<file path="src/rtl/morse_pkg.sv">
`default_nettype none
// ============================================================================
//  Module   : morse_pkg
//  Purpose  : Shared definitions for the Morse encoder: output symbol codes,
//             FSM state encoding and letter-code constants.
//  Revision : 1.0  initial release
// ============================================================================
package morse_pkg;

    // Symbol codes driven on Morse (2'h3 is never produced)
    localparam logic [1:0] GAP  = 2'h0;
    localparam logic [1:0] DOT  = 2'h1;
    localparam logic [1:0] DASH = 2'h2;

    // Letter codes: 0..25 = A..Z, 26 = word space, 27..31 = invalid
    localparam logic [4:0] LTR_LAST  = 5'd25;
    localparam logic [4:0] LTR_SPACE = 5'd26;

    // FSM state encoding; the code is visible on OutState
    typedef enum logic [2:0] {
        ST_IDLE = 3'd0,
        ST_MARK = 3'd1,
        ST_EGAP = 3'd2,
        ST_LGAP = 3'd3,
        ST_WGAP = 3'd4
    } state_t;

    // Symbol for one pattern bit (1 = dash)
    function automatic logic [1:0] element_symbol(input logic is_dash);
        return is_dash ? DASH : DOT;
    endfunction

endpackage
`default_nettype wire

</file>
<file path="src/rtl/morse_rom.sv">
`default_nettype none
// ============================================================================
//  Module   : morse_rom
//  Purpose  : Combinational A-Z Morse lookup table.
//  Ports    : Letter  [4:0] in  - letter code (0..25 = A..Z)
//             length  [2:0] out - element count 1..4 (0 for non-letters)
//             pattern [3:0] out - elements left-aligned, MSB first,
//                                 1 = dash, unused low bits are 0
//  Revision : 1.0  initial release
// ============================================================================
module morse_rom (
    input  logic [4:0] Letter,
    output logic [2:0] length,
    output logic [3:0] pattern
);

    always_comb begin
        length  = 3'd0;
        pattern = 4'b0000;
        case (Letter)
            5'd0:  begin length = 3'd2; pattern = 4'b0100; end // A .-
            5'd1:  begin length = 3'd4; pattern = 4'b1000; end // B -...
            5'd2:  begin length = 3'd4; pattern = 4'b1010; end // C -.-.
            5'd3:  begin length = 3'd3; pattern = 4'b1000; end // D -..
            5'd4:  begin length = 3'd1; pattern = 4'b0000; end // E .
            5'd5:  begin length = 3'd4; pattern = 4'b0010; end // F ..-.
            5'd6:  begin length = 3'd3; pattern = 4'b1100; end // G --.
            5'd7:  begin length = 3'd4; pattern = 4'b0000; end // H ....
            5'd8:  begin length = 3'd2; pattern = 4'b0000; end // I ..
            5'd9:  begin length = 3'd4; pattern = 4'b0111; end // J .---
            5'd10: begin length = 3'd3; pattern = 4'b1010; end // K -.-
            5'd11: begin length = 3'd4; pattern = 4'b0100; end // L .-..
            5'd12: begin length = 3'd2; pattern = 4'b1100; end // M --
            5'd13: begin length = 3'd2; pattern = 4'b1000; end // N -.
            5'd14: begin length = 3'd3; pattern = 4'b1110; end // O ---
            5'd15: begin length = 3'd4; pattern = 4'b0110; end // P .--.
            5'd16: begin length = 3'd4; pattern = 4'b1101; end // Q --.-
            5'd17: begin length = 3'd3; pattern = 4'b0100; end // R .-.
            5'd18: begin length = 3'd3; pattern = 4'b0000; end // S ...
            5'd19: begin length = 3'd1; pattern = 4'b1000; end // T -
            5'd20: begin length = 3'd3; pattern = 4'b0010; end // U ..-
            5'd21: begin length = 3'd4; pattern = 4'b0001; end // V ...-
            5'd22: begin length = 3'd3; pattern = 4'b0110; end // W .--
            5'd23: begin length = 3'd4; pattern = 4'b1001; end // X -..-
            5'd24: begin length = 3'd4; pattern = 4'b1011; end // Y -.--
            5'd25: begin length = 3'd4; pattern = 4'b1100; end // Z --..
            default: begin length = 3'd0; pattern = 4'b0000; end
        endcase
    end

endmodule
`default_nettype wire

</file>
<file path="src/rtl/morse_encoder_param.sv">
`default_nettype none
// ============================================================================
//  Module   : morse_encoder_param
//  Purpose  : Parameterised letter-to-Morse encoder. Accepts one letter code
//             per handshake and plays its dots/dashes with element, letter
//             and word gaps, all timed in units of UNIT_CYCLES clocks.
//  Ports    : Clock        in      rising-edge clock
//             Reset        in      synchronous, active-high
//             Letter [4:0] in      0..25 = A..Z, 26 = space, 27..31 invalid
//             LetterValid  in      Letter is presented
//             LetterReady  out     encoder can accept (IDLE only)
//             Morse  [1:0] out     0 gap, 1 dot, 2 dash
//             Busy         out     inverse of LetterReady
//             BadLetter    out     one-cycle pulse on accepted invalid code
//             OutState [2:0] out   current FSM state code
//  Revision : 1.0  initial release
// ============================================================================
module morse_encoder_param
    import morse_pkg::*;
#(
    parameter int UNIT_CYCLES      = 1,
    parameter int DASH_UNITS       = 3,
    parameter int LETTER_GAP_UNITS = 3,
    parameter int WORD_GAP_UNITS   = 7
) (
    input  logic       Clock,
    input  logic       Reset,
    input  logic [4:0] Letter,
    input  logic       LetterValid,
    output logic       LetterReady,
    output logic [1:0] Morse,
    output logic       Busy,
    output logic       BadLetter,
    output logic [2:0] OutState
);

    // Duration counter is sized for the longest interval so it never wraps.
    localparam int c_max_units  = (DASH_UNITS > LETTER_GAP_UNITS)
                                ? ((DASH_UNITS > WORD_GAP_UNITS) ? DASH_UNITS : WORD_GAP_UNITS)
                                : ((LETTER_GAP_UNITS > WORD_GAP_UNITS) ? LETTER_GAP_UNITS : WORD_GAP_UNITS);
    localparam int c_max_cycles = c_max_units * UNIT_CYCLES;
    localparam int c_cnt_w      = (c_max_cycles < 1) ? 1 : $clog2(c_max_cycles + 1);

    // The counter is loaded with (duration - 1) and the state ends at zero.
    localparam logic [c_cnt_w-1:0] c_dot_last    = c_cnt_w'(UNIT_CYCLES - 1);
    localparam logic [c_cnt_w-1:0] c_dash_last   = c_cnt_w'(DASH_UNITS * UNIT_CYCLES - 1);
    localparam logic [c_cnt_w-1:0] c_letter_last = c_cnt_w'(LETTER_GAP_UNITS * UNIT_CYCLES - 1);
    localparam logic [c_cnt_w-1:0] c_word_last   = c_cnt_w'(WORD_GAP_UNITS * UNIT_CYCLES - 1);

    state_t             r_state;
    logic [c_cnt_w-1:0] r_cnt;
    logic [3:0]         r_pat;     // current element always in bit 3
    logic [2:0]         r_rem;     // elements still to play after the current one
    logic [1:0]         r_morse;
    logic               r_ready;
    logic               r_busy;
    logic               r_bad;

    state_t             w_state_nxt;
    logic [c_cnt_w-1:0] w_cnt_nxt;
    logic [3:0]         w_pat_nxt;
    logic [2:0]         w_rem_nxt;
    logic               w_bad_nxt;
    logic [1:0]         w_morse_nxt;
    logic [2:0]         w_rom_len;
    logic [3:0]         w_rom_pat;
    logic               w_cnt_done;

    morse_rom u_rom (
        .Letter  (Letter),
        .length  (w_rom_len),
        .pattern (w_rom_pat)
    );

    assign w_cnt_done = (r_cnt == '0);

    always_comb begin
        w_state_nxt = r_state;
        w_cnt_nxt   = r_cnt;
        w_pat_nxt   = r_pat;
        w_rem_nxt   = r_rem;
        w_bad_nxt   = 1'b0;

        case (r_state)
            ST_IDLE: begin
                w_cnt_nxt = '0;
                if (LetterValid) begin
                    if (Letter <= LTR_LAST) begin
                        w_state_nxt = ST_MARK;
                        w_pat_nxt   = w_rom_pat;
                        w_rem_nxt   = w_rom_len - 3'd1;
                        w_cnt_nxt   = w_rom_pat[3] ? c_dash_last : c_dot_last;
                    end else if (Letter == LTR_SPACE) begin
                        w_state_nxt = ST_WGAP;
                        w_cnt_nxt   = c_word_last;
                    end else begin
                        // Invalid code is consumed but produces no symbols.
                        w_bad_nxt = 1'b1;
                    end
                end
            end

            ST_MARK: begin
                if (!w_cnt_done) begin
                    w_cnt_nxt = r_cnt - 1'b1;
                end else if (r_rem != 3'd0) begin
                    w_state_nxt = ST_EGAP;
                    w_cnt_nxt   = c_dot_last;
                end else begin
                    w_state_nxt = ST_LGAP;
                    w_cnt_nxt   = c_letter_last;
                end
            end

            ST_EGAP: begin
                if (!w_cnt_done) begin
                    w_cnt_nxt = r_cnt - 1'b1;
                end else begin
                    // Advance to the next element; r_pat[2] becomes the new bit 3.
                    w_state_nxt = ST_MARK;
                    w_pat_nxt   = {r_pat[2:0], 1'b0};
                    w_rem_nxt   = r_rem - 3'd1;
                    w_cnt_nxt   = r_pat[2] ? c_dash_last : c_dot_last;
                end
            end

            ST_LGAP, ST_WGAP: begin
                if (!w_cnt_done) begin
                    w_cnt_nxt = r_cnt - 1'b1;
                end else begin
                    w_state_nxt = ST_IDLE;
                    w_pat_nxt   = 4'b0000;
                    w_rem_nxt   = 3'd0;
                end
            end

            default: begin
                w_state_nxt = ST_IDLE;
                w_cnt_nxt   = '0;
                w_pat_nxt   = 4'b0000;
                w_rem_nxt   = 3'd0;
            end
        endcase

        // Outputs are precomputed from next-state so they can be registered.
        w_morse_nxt = (w_state_nxt == ST_MARK) ? element_symbol(w_pat_nxt[3]) : GAP;
    end

    always_ff @(posedge Clock) begin
        if (Reset) begin
            r_state <= ST_IDLE;
            r_cnt   <= '0;
            r_pat   <= 4'b0000;
            r_rem   <= 3'd0;
            r_morse <= GAP;
            r_ready <= 1'b1;
            r_busy  <= 1'b0;
            r_bad   <= 1'b0;
        end else begin
            r_state <= w_state_nxt;
            r_cnt   <= w_cnt_nxt;
            r_pat   <= w_pat_nxt;
            r_rem   <= w_rem_nxt;
            r_morse <= w_morse_nxt;
            r_ready <= (w_state_nxt == ST_IDLE);
            r_busy  <= (w_state_nxt != ST_IDLE);
            r_bad   <= w_bad_nxt;
        end
    end

    assign LetterReady = r_ready;
    assign Busy        = r_busy;
    assign Morse       = r_morse;
    assign BadLetter   = r_bad;
    assign OutState    = r_state;

endmodule
`default_nettype wire

</file>
<file path="config.mk">
export PLATFORM = sky130hd
export DESIGN_NAME = morse_encoder_param
export DESIGN_NICKNAME = d
export VERILOG_FILES = /design/src/rtl/morse_pkg.sv /design/src/rtl/morse_rom.sv /design/src/rtl/morse_encoder_param.sv
export SDC_FILE = /design/constraint.sdc
export NUM_CORES = 1
export LEC_CHECK = 0
export ABC_AREA = 1
export CAP_MARGIN = 20
export CORE_ASPECT_RATIO = 1.5
export CORE_UTILIZATION = 35
export DETAILED_ROUTE_END_ITERATION = 16
export MAX_ROUTING_LAYER = met4
export PLACE_DENSITY_LB_ADDON = 0.2
export SLEW_MARGIN = 20
export SYNTH_ARGS = -nofsm -noshare
export SYNTH_HDL_FRONTEND = slang
export SYNTH_HIERARCHICAL = 1
export SYNTH_SLANG_ARGS = --single-unit
</file>
<file path="constraint.sdc">
create_clock -name Clock -period 4.5 [get_ports Clock]
set_clock_uncertainty 0.05 [all_clocks]
set_input_delay 1.125 -clock Clock [delete_from_list [all_inputs] [get_ports Clock]]
set_output_delay 1.125 -clock Clock [all_outputs]
set_load 0.1 [all_outputs]
</file>
Word level (Yosys, flattened, before mapping). Memory sizes are Yosys's and may differ from the RTL's. Index checks and enable logic that the tools add are counted.

Add/sub/neg operators: 3. Magnitude comparators: 1. Eq/ne operators: 11. Muxes and demuxes: 30. Bitwise logic cells: 4. Reduce and logical (&&, ||, !) cells: 9.

Operators with widths (count): 3-bit two-way mux (16); 3-bit one-hot mux with 4 select lines (3); 4-bit two-way mux (4); 4-bit one-hot mux with 4 select lines (1); 2-bit inequality test (second input constant) (5); 3-bit logical NOT (3); 3-bit by 1-bit subtractor with 3-bit output (second input constant) (3); 2-bit two-way mux (4); 3-bit by 1-bit == test with 1-bit output (second input constant) (2); 3-bit by 2-bit == test with 1-bit output (second input constant) (2); 3-bit nonzero test (2); 5-bit == test (second input constant) (1); 5-bit less-or-equal comparator (second input constant) (1); 5-bit AND reduction (1); 1-bit NOT (4); 2-bit OR reduction (2); 4-bit OR reduction (1); 3-bit == test (second input constant) (1); 1-bit two-way mux (2).

Flip-flop bits (word level): 18. ROM bits: 224. Bits of input ports: 8. Output and inout port bits: 8. Logic and storage cells: 68. Memories kept: 1.

Memories: (name not given) (depth 32, bits a word 7, read ports 1, clocked after memory_dff 0, write ports 0, line morse_rom.sv:20) `case (Letter)`.

Longest topological paths before layout. Gate-level depths: netlist of run 1.

Depth after elaboration: 8. Mapped depth: 17. Depth with buffers taken out: 17.

Cells and area by module. The synthesis of run 1 kept the hierarchy.

Modules (own cells, without submodules): morse_encoder_param (instances 1, cells each 168, area each 1059.8 µm², sequential area each 360.3 µm²); morse_rom (instances 1, cells each 84, area each 451.7 µm², sequential area each 0.0 µm²).

Least setup slack after synthesis of run 1. No wires, ideal clock.

Path kind: input to register. Start: input port Letter[1]. End: register r_rem[2]. Setup time: 132 ps. Arrival: 2403 ps. Data required time: 4318 ps. Path slack: 1915 ps. Cell stages on the path: 17. Path buffers: 0. Path through: inv_1 -> ha_1 -> inv_1 -> nand2_4 -> nand2_1 -> nand2_1 -> nand2_1 -> nand2_1 -> nand2_1 -> o21ai_0 -> ha_1 -> inv_1 -> nand3_1 -> nand2_1 -> inv_1 -> nand3_1 -> a21oi_1.

Longest elaborated chain between the ends: 5. Elaborated cells between the ends (all ways): 8. Classes of those cells: add/sub (1); order compare (1); eq/ne (1); mux (3); reduce/logical (1); memory (1).

Ends and longest elaborated chain: from (decl) (line morse_encoder_param.sv:28) `input logic [4:0] Letter,`; memory read 32 x 7 bit; net w_rom_len[1] (line morse_encoder_param.sv:65) `logic [2:0] w_rom_len;`; 3-bit by 1-bit subtractor with 3-bit output (line morse_encoder_param.sv:91) `w_rem_nxt = w_rom_len - 3'd1;`; 3-bit two-way mux (line morse_encoder_param.sv:88) `if (Letter <= LTR_LAST) begin`; 3-bit two-way mux (line morse_encoder_param.sv:87) `if (LetterValid) begin`; 3-bit one-hot mux with 4 select lines (line morse_encoder_param.sv:84) `case (r_state)`; to (signal assigned) (line morse_encoder_param.sv:163) `r_rem <= w_rem_nxt;`; to (decl) (line morse_encoder_param.sv:53) `logic [2:0] r_rem;`.

The timed path passes the listed nets, and every way through them passes these cells. The select of a mux whose other input is x is not followed. A chain may end at the register's enable or synchronous reset.

Worst setup path after layout of run 1.
Start: input port Letter[0]. End: register r_rem[2].

Same word-level chain as after synthesis.

==> results by group, run 1 <==
Clocking
  • CTS Hold Bufs: 0
  • Post-CTS setup buffer count: 0
  • Worst-path clk slew: 0.07 ns
  • CTS tree: yes
  • CTS buffer count: 3
  • Clk sink count: 18
  • Clk root buf: clkbuf_8
  • Post-cts resize count: 0
  • H-tree depth: 1
  • Clock buffer depth: 2
  • Skew-Pair Late Insertion Delay: 0.26 ns

Worst setup path
  • Crit Path Max Fanout: 8
  • CP Capture Type: register
  • Worst EP required: 4.63 ns
  • Crit Path Category: in2reg
  • Crit start category: input port
  • Data arrival, critical path: 3.35 ns

Synth
  • Number of enable flip-flop cells after synthesis: 0
  • Post-synthesis cell type count: 26
  • Top_reg_cell synth: dfxtp_1
  • Syn Area/Cell: 6.00 µm²
  • Sequential area share after synthesis: 23.8%
  • Synth Area in XOR/XNOR: 0.579%
  • Compound-gate portion of the synthesized area: 9.44%
  • Synth Area in Adders: 7.45%
  • Gate Count Post-Synth: 252
  • Cell Area, Synth: 1510 µm²
  • Ys Warns: 6
  • Fraction of registers with async set/reset: 0%
  • Main combinational cell family by area after synthesis: simple AND/OR/NAND/NOR gates
  • Number of synthesized register bits: 18
  • Post-Synthesis Net Count: 269
  • Mux contribution to synthesized area: 0%
  • Post-Synth Simple-Gate Area: 46.5%

Routing
  • TritonRoute pass-1 iters: 5
  • Routed Antenna Nets: 0
  • Initial DRC count: 24
  • Routed wire per std cell: 11.2 µm
  • DR vias/cell: 4.91
  • Total number of vias: 1,536
  • Post-Route WL: 3510 µm
  • Drc violations: 0

Hold path
  • Worst Hold Class: reg2reg

STA
  • Achievable Freq: 311 MHz
  • Share of the cycle needed by the critical path after routing: 71.5%
  • Final-report hold violation count: 0
  • Setup WS post-layout: 1.28 ns
  • Final min period: 3.22 ns
  • Sum Neg Setup Slack: 0 ns
  • WHS: 0.413 ns
  • Fin. max-slew vios: 0
  • Endpoints failing setup: 0
  • RSZ-0062 raised after global routing: false
  • Worst slew pin tran: 0.961 ns
  • Slew headroom: 35.7%

Floorplanning
  • Full die area: 4590 µm²
  • Die X-Extent: 55.7 µm
  • Starting density of the core: 37.5%
  • Die Span Y: 82.5 µm
  • Core area: 4030 µm²
  • # IOs: 16
  • FP Rows: 28

Cells and area
  • Area Growth Syn to Fin: 15.8%
  • Antenna diodes: 0
  • Commonest non-fill, non-tap cell in the layout: nand2_1
  • Commonest non-fill, non-tap cells in the layout: nand2_1 (89), inv_1 (32), nand3_1 (29)
  • Finished Layout Cells: 313
  • Nets@finish: 286
  • FILL cells: 435
  • Proportion of layout cells with a drive suffix above 1: 11.9%
  • Final Cell Area: 1750 µm²
  • Final Core Density: 43.4%

Power and ir drop
  • Clk pwr share: 14.2%
  • Sw Share: 52.9%
  • Psw: 0.496 mW
  • Share of total power in sequential cells: 25.3%
  • Combinational Power Share: 60.5%
  • Lkg Pwr: 0.941 nW
  • PD cells: 535 nW/µm²
  • PnR Total Power: 0.937 mW
  • Int Pwr: 0.442 mW
  • VDD IR-drop max: 496 µV

Global routing
  • Initial antenna violation count: 0
  • Global-route wire length before repair: 6150 µm
  • Vias in the first global route: 1,468
  • GRT Total Usage: 17.4%
  • Largest net degree at the start of global routing: 12
  • Overflow after GRT: 0

Placement
  • HPWL after detailed placement: 2930 µm
  • Placed cell count: 309
  • Place WS: 1.00 ns
  • PortBufs: 15
  • Placed Area: 1700 µm²
  • Routability cong.: 0.884

Job
  • Max-cap violations: 0

Run status
  • Status: finished, final reports clean
[Yosys cell counts, types with 2 or more instances]
cell type / instances / share of area, %
nor2_4: 3 / 2.2
dfxtp_1: 18 / 24
o21ai_1: 2 / 0.66
nor2_1: 16 / 4.0
o21ai_0: 3 / 0.99
nand3_1: 29 / 9.6
inv_2: 8 / 2.0
inv_1: 32 / 7.9
nand2_2: 8 / 3.3
ha_1: 9 / 7.5
a22oi_1: 2 / 0.99
nand2_1: 89 / 22
a21oi_1: 16 / 5.3
nand2_4: 4 / 3.0
nor2_2: 2 / 0.83
[cell type report]
cell class                      count  area, µm²  share of cell area [%]
Inverter                           41        161                    9.22
Multi-Input combinational cell    190        967                    55.3
Sequential cell                    18        360                    20.6
Timing Repair Buffer               15        150                    8.58
Clock buffer                        4       55.1                    3.15
Tap cell                           45       56.3                    3.22
[power by group through the flow]
stage	combinational, mW	sequential (mW)	clock [mW]
2_1_floorplan	0.308	0.381	0
3_3_place_gp	0.568	0.242	0
3_5_place_dp	0.569	0.241	0
4_1_cts	0.571	0.238	0.137
5_1_grt	0.627	0.243	0.145
6_report	0.567	0.237	0.133
[kinds of logic after synthesis]
logic type      after synthesis
buf+inv                      44
compound gates               26
fa+ha+maj                     9
xor+xnor                      1
simple gates                154
flops                        18
[worst paths after layout]
kind,cells past startpoint,slack (ns),end,from
min,2,0.41,r_cnt[1]$_SDFFE_PP0P_,r_cnt[1]$_SDFFE_PP0P_
max reg2reg,12,2.81,r_rem[2]$_SDFFE_PP0P_,OutState[0]$_SDFF_PP0_
max,18,1.28,r_rem[2]$_SDFFE_PP0P_,Letter[0]
min reg2reg,2,0.41,r_cnt[1]$_SDFFE_PP0P_,r_cnt[1]$_SDFFE_PP0P_
[worst max-delay path, stage by stage]
cell             delay, ns
clkdlybuf4s50_1       0.67
inv_1                 0.15
ha_1                  0.30
inv_1                 0.06
nand2_4               0.07
nand2_1               0.05
nand2_1               0.05
nand2_1               0.05
nand2_1               0.05
nand2_1               0.05
o21ai_0               0.16
ha_1                  0.18
inv_1                 0.04
nand3_1               0.07
nand2_1               0.05
inv_1                 0.05
nand3_1               0.06
a21oi_1               0.12
[layer usage]
layer / global-route usage (%) / share of wire [%]
met1: 16.3 / 40
met2: 33.6 / 53
met3: 1.25 / 1.2
met4: 12.5 / 5.4
met5: - / 0
[state kept, by name, summed over array words and instances, names as in the netlist]
| name | count |
|---|---|
| r_cnt | 3 |
| OutState | 3 |
| Busy | 1 |
| r_pat | 4 |
| BadLetter | 1 |
| Morse | 2 |
| r_rem | 3 |
| LetterReady | 1 |
Power figures use the tool's default switching activity.
==> run 2: changes to the inputs <==
==> constraint.sdc (replaced) <==
create_clock -name Clock -period 2.8 [get_ports Clock]
set_clock_uncertainty 0.05 [all_clocks]
set_input_delay 0.7 -clock Clock [delete_from_list [all_inputs] [get_ports Clock]]
set_output_delay 0.7 -clock Clock [all_outputs]
set_load 0.1 [all_outputs]
==> results by group, run 2 (synthesis gave the netlist of run 1 again) <==
Placement
  • Place WS: 0.0494 ns
  • Placed cell count: 320
  • PortBufs: 15
  • Routability cong.: 0.905
  • Placed Area: 1770 µm²
  • HPWL after detailed placement: 3010 µm

Floorplanning
  • # IOs: 16
  • Full die area: 4590 µm²
  • Starting density of the core: 37.5%
  • FP Rows: 28
  • Core area: 4030 µm²
  • Die X-Extent: 55.7 µm
  • Die Span Y: 82.5 µm

STA
  • Share of the cycle needed by the critical path after routing: 88.7%
  • Sum Neg Setup Slack: 0 ns
  • Endpoints failing setup: 0
  • Final min period: 2.48 ns
  • Fin. max-slew vios: 0
  • Achievable Freq: 402 MHz
  • RSZ-0062 raised after global routing: false
  • Final-report hold violation count: 0
  • Slew headroom: 70.1%
  • Worst slew pin tran: 0.447 ns
  • Setup WS post-layout: 0.315 ns

Cells and area
  • Commonest non-fill, non-tap cell in the layout: nand2_1
  • Commonest non-fill, non-tap cells in the layout: nand2_1 (89), inv_1 (32), nand3_1 (29)
  • Multi-input gate area: 967 µm²
  • Reg area: 360 µm²
  • Antenna diodes: 0
  • Proportion of layout cells with a drive suffix above 1: 18.3%
  • Area Growth Syn to Fin: 20.8%
  • Max reg flops: 4
  • FILL cells: 430
  • Final Cell Area: 1830 µm²
  • Top reg by flops: r_pat
  • Finished Layout Cells: 324
  • Nets@finish: 297

Global routing
  • Largest net degree at the start of global routing: 11
  • Global-route wire length before repair: 6150 µm
  • GRT Total Usage: 17.8%
  • Overflow after GRT: 0
  • Initial antenna violation count: 0
  • Vias in the first global route: 1,481

Routing
  • Initial DRC count: 50
  • TritonRoute pass-1 iters: 4
  • Post-Route WL: 3630 µm
  • Drc violations: 0
  • DR vias/cell: 4.89
  • Routed Antenna Nets: 0
  • Routed wire per std cell: 11.2 µm
  • Total number of vias: 1,583

Clocking
  • Skew-Pair Late Insertion Delay: 0.27 ns
  • Clk root buf: clkbuf_8
  • Clock buffer depth: 2
  • H-tree depth: 1
  • Post-cts resize count: 0
  • Worst-path clk slew: 0.07 ns
  • Post-CTS setup buffer count: 0
  • CTS tree: yes
  • CTS Hold Bufs: 0
  • Clk sink count: 18
  • CTS buffer count: 3

Power and ir drop
  • PnR Total Power: 1.52 mW
  • Lkg Pwr: 1.01 nW
  • PD cells: 833 nW/µm²
  • VDD IR-drop max: 685 µV

Hold path
  • Worst Hold Class: reg2reg

Worst setup path
  • Worst EP required: 2.94 ns
  • Data arrival, critical path: 2.63 ns
  • Crit Path Category: in2reg
  • Crit Path Max Fanout: 5
  • CP Capture Type: register
  • Crit start category: input port

Job
  • Max-cap violations: 0

Run status
  • Status: finished, final reports clean
==> run 2: cell count changes in the layout (fill, tap and decap cells not counted), sizes merged <==
cell and change:
buf +19, clkdlybuf4s50 -8
==> run 2: critical path, cell delays in order <==
cell and delay, ns:
clkdlybuf4s50_1 0.47, inv_1 0.07, ha_1 0.28, inv_1 0.06, nand2_4 0.07, nand2_1 0.05
nand2_1 0.05, nand2_1 0.05, nand2_1 0.05, nand2_1 0.04, o21ai_0 0.16, ha_1 0.19
inv_1 0.04, nand3_1 0.07, nand2_1 0.05, inv_1 0.05, nand3_1 0.06, a21oi_1 0.12
==> run 2: final cells by class <==
type	instances	area share [%]
clock buffers	4	3.02
repair buffers	26	12.3
multi-input cells	190	53.0
well taps	45	3.08
flip-flops and latches	18	19.7
inverters	41	8.84
==> run 2: power by group <==
group	internal (mW)	switching (mW)	leakage, nW
Combinational	0.257	0.658	0.835
Clock	0.125	0.0978	0.0288
Sequential	0.330	0.0534	0.147
==> run 2: path summary, 6_finish.rpt <==
kind / from / slack (ns) / end / cells past startpoint
max reg2reg: OutState[1]$_SDFF_PP0_ / 1.12 / r_rem[2]$_SDFFE_PP0P_ / 12
min reg2reg: r_cnt[1]$_SDFFE_PP0P_ / 0.41 / r_cnt[1]$_SDFFE_PP0P_ / 2
max: Letter[0] / 0.32 / r_rem[2]$_SDFFE_PP0P_ / 18
min: r_cnt[1]$_SDFFE_PP0P_ / 0.41 / r_cnt[1]$_SDFFE_PP0P_ / 2
==> run 2: layer usage <==
| metal | wire length, µm | up-vias | track usage [%] | part of all wire [%] |
|---|---|---|---|---|
| met5 | 0 | - | - | 0 |
| met1 | 1440 | 700 | 16.5 | 40 |
| met4 | 103 | 0 | 11.5 | 2.8 |
| met3 | 76 | 11 | 0.935 | 2.1 |
| li1 | - | 842 | - | - |
| met2 | 2010 | 30 | 35.5 | 55 |
==> run 2: per-stage QoR <==
step	hold slack, ns	utilization (%)
after floorplan	0.389	-
after global placement	0.405	43.9
after detailed placement	0.407	43.9
after CTS	0.419	45.3
after global routing	0.434	45.3
final	0.414	45.3
